`src/rtl/alu_serial_rx.sv`:
```
// Serial receiver for the ALU: deserialises 8 DATA + 1 CTL packets into
// operands B/A and an opcode, checks framing, CRC4 and opcode legality.
module alu_serial_rx #(
  parameter int IDLE_TIMEOUT = 64
) (
  input  logic        clk,
  input  logic        rst_n,
  input  logic        sin,
  output logic        cmd_valid,
  output logic [31:0] a,
  output logic [31:0] b,
  output logic [2:0]  op,
  output logic        err_valid,
  output logic [2:0]  err_flags
);

  localparam int TW = $clog2(IDLE_TIMEOUT + 1) + 1;
  localparam logic [TW-1:0] TMO_MAX = TW'(IDLE_TIMEOUT);

  typedef enum logic [1:0] {
    S_IDLE,
    S_TYPE,
    S_BITS,
    S_STOP
  } state_t;

  state_t        r_state;
  logic          r_type;
  logic [7:0]    r_sh;
  logic [2:0]    r_bit;
  logic [3:0]    r_pkt;
  logic [63:0]   r_data;
  logic [TW-1:0] r_tmo;

  logic [2:0]    w_op;
  logic [3:0]    w_crc_rx;
  logic [3:0]    w_crc_calc;
  logic          w_op_ok;
  logic          w_pkt_full;

  // x^4+x+1, init 0, MSB first over {B, A, 1'b1, op}
  function automatic logic [3:0] crc4(input logic [67:0] m);
    logic [3:0] c;
    logic       fb;
    c = 4'h0;
    for (int i = 67; i >= 0; i--) begin
      fb = c[3] ^ m[i];
      c  = {c[2:0], 1'b0} ^ (fb ? 4'h3 : 4'h0);
    end
    return c;
  endfunction

  assign w_op       = r_sh[6:4];
  assign w_crc_rx   = r_sh[3:0];
  assign w_crc_calc = crc4({r_data, 1'b1, w_op});
  assign w_pkt_full = (r_pkt == 4'd8);

  always_comb begin
    w_op_ok = 1'b0;
    unique case (w_op)
      3'b000,
      3'b001,
      3'b100,
      3'b101:  w_op_ok = 1'b1;
      default: w_op_ok = 1'b0;
    endcase
  end

  always_ff @(posedge clk or negedge rst_n) begin
    if (!rst_n) begin
      r_state   <= S_IDLE;
      r_type    <= 1'b0;
      r_sh      <= 8'h00;
      r_bit     <= 3'd0;
      r_pkt     <= 4'd0;
      r_data    <= 64'h0;
      r_tmo     <= '0;
      cmd_valid <= 1'b0;
      err_valid <= 1'b0;
      a         <= 32'h0;
      b         <= 32'h0;
      op        <= 3'b000;
      err_flags <= 3'b000;
    end else begin
      cmd_valid <= 1'b0;
      err_valid <= 1'b0;
      unique case (r_state)
        S_IDLE: begin
          if (!sin) begin
            r_tmo   <= '0;
            r_state <= S_TYPE;
          end else if (r_pkt != 4'd0) begin
            // a partial frame left idle too long is abandoned
            if (r_tmo == TMO_MAX) begin
              r_tmo     <= '0;
              r_pkt     <= 4'd0;
              err_valid <= 1'b1;
              err_flags <= 3'b100;
            end else begin
              r_tmo <= r_tmo + 1'b1;
            end
          end else begin
            r_tmo <= '0;
          end
        end
        S_TYPE: begin
          r_type  <= sin;
          r_bit   <= 3'd0;
          r_state <= S_BITS;
        end
        S_BITS: begin
          r_sh  <= {r_sh[6:0], sin};
          r_bit <= r_bit + 3'd1;
          if (r_bit == 3'd7) begin
            r_state <= S_STOP;
          end
        end
        S_STOP: begin
          r_state <= S_IDLE;
          r_tmo   <= '0;
          if (!sin) begin
            r_pkt     <= 4'd0;
            err_valid <= 1'b1;
            err_flags <= 3'b100;
          end else if (!r_type) begin
            if (w_pkt_full) begin
              r_pkt     <= 4'd0;
              err_valid <= 1'b1;
              err_flags <= 3'b100;
            end else begin
              r_data <= {r_data[55:0], r_sh};
              r_pkt  <= r_pkt + 4'd1;
            end
          end else begin
            r_pkt <= 4'd0;
            if (!w_pkt_full) begin
              err_valid <= 1'b1;
              err_flags <= 3'b100;
            end else if (w_crc_calc != w_crc_rx) begin
              err_valid <= 1'b1;
              err_flags <= 3'b010;
            end else if (!w_op_ok) begin
              err_valid <= 1'b1;
              err_flags <= 3'b001;
            end else begin
              cmd_valid <= 1'b1;
              b         <= r_data[63:32];
              a         <= r_data[31:0];
              op        <= w_op;
            end
          end
        end
        default: r_state <= S_IDLE;
      endcase
    end
  end

endmodule

```
`config.mk`:
```
export PLATFORM = sky130hd
export DESIGN_NAME = alu_serial_rx
export DESIGN_NICKNAME = d
export VERILOG_FILES = /design/src/rtl/alu_serial_rx.sv
export SDC_FILE = /design/constraint.sdc
export NUM_CORES = 1
export LEC_CHECK = 0
export CAP_MARGIN = 20
export CORE_MARGIN = 10
export CORE_UTILIZATION = 56
export CTS_CLUSTER_SIZE = 25
export DETAILED_ROUTE_END_ITERATION = 10
export PLACE_DENSITY = 0.85
export SETUP_SLACK_MARGIN = 0.15
export SYNTH_ARGS = -nofsm -noshare
export SYNTH_HDL_FRONTEND = slang
export SYNTH_SLANG_ARGS = --single-unit
```
`constraint.sdc`:
```
create_clock -name clk -period 5.2 [get_ports clk]
set_input_delay 0.78 -clock clk [delete_from_list [all_inputs] [get_ports clk]]
set_output_delay 0.78 -clock clk [all_outputs]
set_load 0.01 [all_outputs]
```
==> results of run 1 <==
==> worst max path at each step <==
stage	start	to	slack, ps	cells past startpoint
2_1_floorplan	r_data[61]$_DFFE_PN0P_	b[15]$_DFFE_PN0P_	1460	11
5_1_grt	r_data[61]$_DFFE_PN0P_	a[15]$_DFFE_PN0P_	910	10
4_1_cts	r_data[61]$_DFFE_PN0P_	b[21]$_DFFE_PN0P_	1080	10
3_5_place_dp	r_data[61]$_DFFE_PN0P_	a[14]$_DFFE_PN0P_	1140	10
3_3_place_gp	r_data[61]$_DFFE_PN0P_	b[30]$_DFFE_PN0P_	1270	10
6_report	r_data[61]$_DFFE_PN0P_	b[21]$_DFFE_PN0P_	1090	10
==> layer usage <==
| metal | routed length [um] | global-route usage [%] |
|---|---|---|
| met4 | 238 | 5.855 |
| met5 | 0 | 0 |
| met1 | 6624 | 21.28 |
| met2 | 8120 | 29.31 |
| met3 | 681 | 4.435 |
==> layout make-up <==
| type | instances | area [sq um] |
|---|---|---|
| Inverter | 13 | 48.80 |
| Clock inverter | 10 | 108.9 |
| Clock buffer | 22 | 464.2 |
| Tap cell | 176 | 220.2 |
| Timing Repair Buffer | 79 | 799.5 |
| Fill cell | 891 | 4164 |
| Sequential cell | 162 | 4054 |
| Multi-Input combinational cell | 343 | 3436 |
==> cells by family after synthesis <==
| logic type | after synthesis |
|---|---|
| buffers and inverters | 32 |
| muxes | 143 |
| and+or+nand+nor | 59 |
| xor gates and xnor gates | 97 |
| DFF | 162 |
| AOI/OAI and AO/OA | 34 |
| adders and majority gates | 10 |
==> worst max-delay path, stage by stage, from the launching register on <==
cell,delay [ps]
dfrtp_1,420
xnor2_1,370
xnor3_1,500
xnor3_1,410
xnor2_2,270
xnor3_1,420
mux2i_1,150
a211o_1,340
a211oi_4,230
buf_4,450
mux2_1,390
==> flip-flops by register name, summed over array words and instances, names as in the netlist <==
name,flops
err_flags,3
b,32
op,3
r_tmo,8
r_type,1
cmd_valid,1
a,32
r_bit,3
r_sh,8
r_pkt,4
r_data,64
err_valid,1
r_state,2
==> layout by cell type (no fill, tap or decap), drive strengths merged, types with 2 or more instances in the layout <==
cell           count
nor3b              2
nor2              10
and3               2
clkinv             6
inv               13
nand3             10
nor3               7
nor2b              3
mux2             140
ha                10
and2               3
mux2i              3
nand4              2
a21oi              4
nand2             11
xor3               3
buf                6
xor2              17
o31ai              3
a211oi             2
xnor3             19
bufinv             2
o21ai             18
clkinvlp           2
nand2b             4
clkbuf            22
xnor2             58
dfrtp            162
clkdlybuf4s50     73
==> metrics by stage <==
| stage | cells | area (sq um) |
|---|---|---|
| after floorplan | 537 | 7650 |
| after global placement | 772 | 8531 |
| after detailed placement | 772 | 8531 |
| after CTS | 804 | 9104 |
| after global routing | 805 | 9131 |
| final | 805 | 9131 |
==> power by group through the flow <==
| stage | sequential, mW | clock, mW | combinational, mW |
|---|---|---|---|
| floorplan | 1.62 | 0 | 2.69 |
| global placement | 1.73 | 0 | 3.03 |
| detailed placement | 1.74 | 0 | 3.13 |
| CTS | 1.72 | 1.22 | 3.16 |
| global route | 1.76 | 1.28 | 3.40 |
| finish | 1.73 | 1.21 | 3.14 |
==> flow_summary_export.csv, run 1 <==
group,metric,value,unit
setup_path,crit_required,5500,ps
placement,port_buffers,74,
sta,min_period_over_period,79.12,%
clocking,clk-insertion-delay-late,430,ps
floorplanning,io_pins,75,
synthesis,netlist_top_cells_count,"dfrtp_1, mux2_2, xnor2_1",
cells_and_area,drive_gt1_share,24.32,%
sta,rsz0062_at_grt,"no",
setup_path,reg2reg_slack,1090,ps
clocking,clockBufferDepth,2,
synthesis,synth-xor-area-share,15.21,%
power_and_ir_drop,swShare,36.67,%
clocking,cts_tree,"yes",
floorplanning,floorplan.initialDensity,57.54,%
setup_path,end_kind,"flip-flop",
floorplanning,rows,42,
synthesis,synth-simple-area-share,4.073,%
synthesis,ys_top_cells_by_area,"dfrtp_1, mux2_2, xnor2_1",
synthesis,synth_compound_area_share,2.830,%
global_routing,antenna_found_initial,0,
synthesis,synth_area_leader_cell,"dfrtp_1",
power_and_ir_drop,power.switching,2.227,mW
global_routing,grt_usage,17.37,%
power_and_ir_drop,intPower,3.846,mW
sta,setup_violations,0,
global_routing,grt_pass1_vias,4731,
route,viasPerCell,5.483,
synthesis,ys_seq_elements,162,
clocking,post_cts_resized,0,
synthesis,synth_area_per_cell,14.25,sq um
synthesis,synth_top_family_by_area,"multiplexers",
synthesis,synth_fa_ha_area_share,1.636,%
power_and_ir_drop,leakage,4.314,nW
sta,max_freq,0.2431,GHz
synthesis,synth_top_area_share,52.99,%
power_and_ir_drop,seq_power_share,28.4,%
synthesis,ys_seq_area_share,52.99,%
clocking,postCtsSetupBuffers,0,
clocking,clock-sinks,162,
clocking,ctsHoldBuffers,0,
setup_path,arrival,4420,ps
synthesis,synth_mux_area_share,21.00,%
synthesis,synth_warnings,0,
power_and_ir_drop,p_comb_share,51.6,%
route,vias,4414,
route,final_antenna_net_count,0,
route,first_pass_iters,4,
cells_and_area,diodes,0,
floorplanning,core-area,13300,sq um
synthesis,postSynth.asyncResetShare,100.0,%
global_routing,grt_max_degree,114,
setup_path,reg2reg_to,"b[21]$_DFFE_PN0P_",
cells_and_area,syn2layout_area_growth,19.37,%
synthesis,yosysUniqueCellTypes,44,
synthesis,synth.cell_area,7650,sq um
power_and_ir_drop,p_total,6.073,mW
sta,clock_skew,8.999,ps
power_and_ir_drop,ir_drop,0.5067,mV
sta,finalHoldViolCount,0,
clocking,clk_pin_slew_worst_paths,60,ps
route,initialDrtViolationCount,287,
floorplanning,die_height,136.9,um
clocking,cts_max_level,4,
setup_path,r2r_cells,10,
setup_path,cp_max_fo,35,
synthesis,syn_inst,537,
hold_path,hold_path.class,"primary input to asynchronous set/reset pin",
sta,maxSlewViolCount,0,
cells_and_area,final_core_util,68.68,%
clocking,clockRootBuffer,"clkbuf_16",
placement,place_ws,1143,ps
sta,relSlewSlack,45.12,%
sta,worstMarginPinSlew,823.2,ps
sta,setup_tns,0,ps
synthesis,synth_flop_cell,"dfrtp_1",
cells_and_area,nNetsFinal,629,
setup_path,worstSetupPathType,"flip-flop to flip-flop",
synthesis,yosysMostFrequentCell,"dfrtp_1",
setup_path,worstSetupStartpointType,"flip-flop",
global_routing,grt_pass1_wl,25390,um
power_and_ir_drop,clkPwrFrac,19.9,%
sta,final.min_clock_period,4114,ps
synthesis,syn_nets,550,
floorplanning,die_x,136.9,um
placement,hpwl,10730,um
setup_path,r2r-start,"r_data[61]$_DFFE_PN0P_",
floorplanning,die-area,18730,sq um
clocking,cts_buffers,17,
route,drt-total-wl,15670,um
synthesis,synth_edf_count,0,
placement,place_congestion,0.8296,
job,max-cap-violations,0,
power_and_ir_drop,power_density,665.1,nW/um^2
sta,finalWorstSetupSlack,1086,ps
outcome,status,"complete, no violations",
sta,fin_hold_ws,267.5,ps
route,drc_errors,0,
global_routing,grt_remaining_overflow,0,
route,avgRoutedWirePerCell,19.46,um
Note: power is estimated with default switching activity, not from simulation.
==> inputs of run 2 (changes only) <==
CORE_UTILIZATION = 52   (was 56)
PLACE_DENSITY = 0.84   (was 0.85)
clock period = 3.5 ns   (was 5.2 ns; I/O delays follow)
==> run 2 against run 1 <==
Clock power is 50% higher; first-iteration DRC count is 2.1% higher; global-route usage is 0.22 points lower; sequential power is 45% higher; critical path type unchanged; the flow now finishes with violations (negative setup slack); count of clock-buffer cells in the layout is 2 lower; utilization is 1.5 points lower; fmax is 15% higher; largest power group unchanged.
==> flow_summary_export.csv, run 2 (synthesized netlist as in run 1, its figures left out) <==
group,metric,value,unit
outcome,status,"finished with violations",
outcome,violations,"negative setup slack",
setup_path,critPathBufInv,2,
setup_path,cpLargestDelayFamily,"XOR/XNOR gates",
cells_and_area,largest_registers,"r_data x64, a x32, b x32",
sta,min_period_over_period,102.0,%
setup_path,crit_chain,"xnor3_2 -> xnor2_2 -> xnor3_1 -> xnor2_2 -> xnor2_2 -> nand3_1 -> a211o_1 -> a211oi_4 -> buf_6 -> buf_12 -> mux2_2",
global_routing,grt_remaining_overflow,0,
cells_and_area,syn2layout_area_growth,27.13,%
floorplanning,die-area,19960,sq um
cells_and_area,diodes,0,
global_routing,grt_pass1_wl,27250,um
clocking,cts_buffers,17,
setup_path,crit_top_cell,"xnor2_2",
route,vias,4624,
setup_path,reg2reg_slack,-70,ps
cells_and_area,drive_gt1_share,32.89,%
route,initialDrtViolationCount,293,
placement,place_ws,-140.8,ps
setup_path,endpoint,"a[0]$_DFFE_PN0P_",
setup_path,worstSetupPathType,"flip-flop to flip-flop",
route,drc_errors,0,
clocking,clock-sinks,162,
route,first_pass_iters,4,
sta,max_freq,0.2801,GHz
cells_and_area,final_core_util,67.17,%
setup_path,arrival,3880,ps
sta,setup_violations,64,
setup_path,crit_slowest_cell,"xnor3_2",
setup_path,cp-startpoint,"r_data[28]$_DFFE_PN0P_",
clocking,clk_pin_slew_worst_paths,70,ps
clocking,cts_max_level,4,
sta,maxSlewViolCount,0,
clocking,ctsHoldBuffers,0,
floorplanning,io_pins,75,
route,viasPerCell,5.383,
cells_and_area,nNetsFinal,676,
global_routing,grt_pass1_vias,5079,
setup_path,r2r_cells,11,
cells_and_area,layout_commonest_cell,"dfrtp_1",
placement,hpwl,11590,um
cells_and_area,largest_register_ff_count,64,
setup_path,cpPeakStageDelay,480,ps
setup_path,worstSetupStartpointType,"flip-flop",
hold_path,hold_path.class,"primary input to asynchronous set/reset pin",
sta,final.min_clock_period,3570,ps
route,final_antenna_net_count,0,
global_routing,grt_max_degree,71,
setup_path,end_kind,"flip-flop",
global_routing,antenna_found_initial,0,
global_routing,grt_usage,17.14,%
placement,place_congestion,0.8256,
route,drt-total-wl,16720,um
power_and_ir_drop,leakage,4.611,nW
job,max-cap-violations,0,
setup_path,reg2reg_to,"a[0]$_DFFE_PN0P_",
route,avgRoutedWirePerCell,19.46,um
clocking,clockBufferDepth,2,
sta,fin_hold_ws,65.59,ps
setup_path,cp.depth,11,
floorplanning,floorplan.initialDensity,52.83,%
floorplanning,core-area,14480,sq um
setup_path,crit_required,3810,ps
floorplanning,die_height,141.3,um
placement,port_buffers,74,
power_and_ir_drop,ir_drop,0.9695,mV
sta,worstMarginPinSlew,600.3,ps
sta,clock_skew,13.22,ps
floorplanning,rows,44,
clocking,cts_tree,"yes",
sta,rsz0062_at_grt,"yes",
sta,finalWorstSetupSlack,-69.80,ps
clocking,clk-insertion-delay-late,430,ps
sta,relSlewSlack,59.98,%
power_and_ir_drop,power_density,1032,nW/um^2
cells_and_area,largest_register,"r_data",
sta,finalHoldViolCount,0,
setup_path,r2r-start,"r_data[28]$_DFFE_PN0P_",
clocking,clockRootBuffer,"clkbuf_16",
setup_path,cp_max_fo,15,
cells_and_area,layout_common_cells,"dfrtp_1, mux2_2, clkdlybuf4s50_1",
floorplanning,die_x,141.3,um
run 2: cell types whose count changed in the layout (fill, tap and decap cells not counted), sizes merged:
cell,previous run,this run
buf,6,52
inv,13,15
clkbuf,22,21
clkinv,6,5
run 2: report_power, final:
group | leakage, nW | internal (mW) | switching (mW) | total [mW]
logic | 2.13 | 3.13 | 2.59 | 5.72
clock network | 0.283 | 1.09 | 0.736 | 1.82
registers | 2.19 | 2.15 | 0.350 | 2.50
run 2: worst register-to-register path, stage by stage (launching register included):
cell and delay, ps:
dfrtp_1 400, xnor3_2 480, xnor2_2 200, xnor3_1 460
xnor2_2 310, xnor2_2 160, nand3_1 100, a211o_1 360
a211oi_4 280, buf_6 180, buf_12 170, mux2_2 350
run 2: per-stage QoR:
| stage | TNS, ps | power, mW | std cells | instance area, sq um |
|---|---|---|---|---|
| 2_1_floorplan | 0 | 6.533 | 537 | 7672 |
| 3_3_place_gp | 0 | 7.630 | 817 | 8891 |
| 3_5_place_dp | -7416 | 7.858 | 817 | 8891 |
| 4_1_cts | -954.6 | 9.995 | 856 | 9615 |
| 5_1_grt | -11530 | 10.63 | 859 | 9726 |
| 6_report | -2648 | 10.04 | 859 | 9726 |
run 2: timing repair:
action,CTS,global route
pin swaps,13,1
resized for setup,19,16
endpoints found under the setup margin,66,67
buffers inserted,8,2
gates cloned,0,1
run 2: area by class of cell:
class,count,area (sq um)
Inverter,13,48.80
Timing Repair Buffer,126,1220
Tap cell,184,230.2
Multi-Input combinational cell,343,3585
Clock buffer,20,456.7
Sequential cell,162,4056
Clock inverter,11,128.9
Fill cell,997,4753
run 2: worst min-delay path by stage:
| stage | cells past startpoint | slack, ps | to | from |
|---|---|---|---|---|
| finish | 1 | 70 | b[25]$_DFFE_PN0P_ | rst_n |
| global placement | 1 | 470 | b[22]$_DFFE_PN0P_ | b[22]$_DFFE_PN0P_ |
| detailed placement | 1 | 480 | b[6]$_DFFE_PN0P_ | b[6]$_DFFE_PN0P_ |
| global route | 1 | 130 | b[21]$_DFFE_PN0P_ | rst_n |
| floorplan | 0 | 230 | a[0]$_DFFE_PN0P_ | rst_n |
| CTS | 1 | 100 | r_data[48]$_DFFE_PN0P_ | rst_n |
run 2: routing by layer:
layer	up-vias	wire length (um)	GRT usage, %
met3	17	802	4.907
met4	0	255	5.924
li1	2128	-	-
met1	2388	7043	20.77
met5	-	0	0
met2	91	8615	28.63
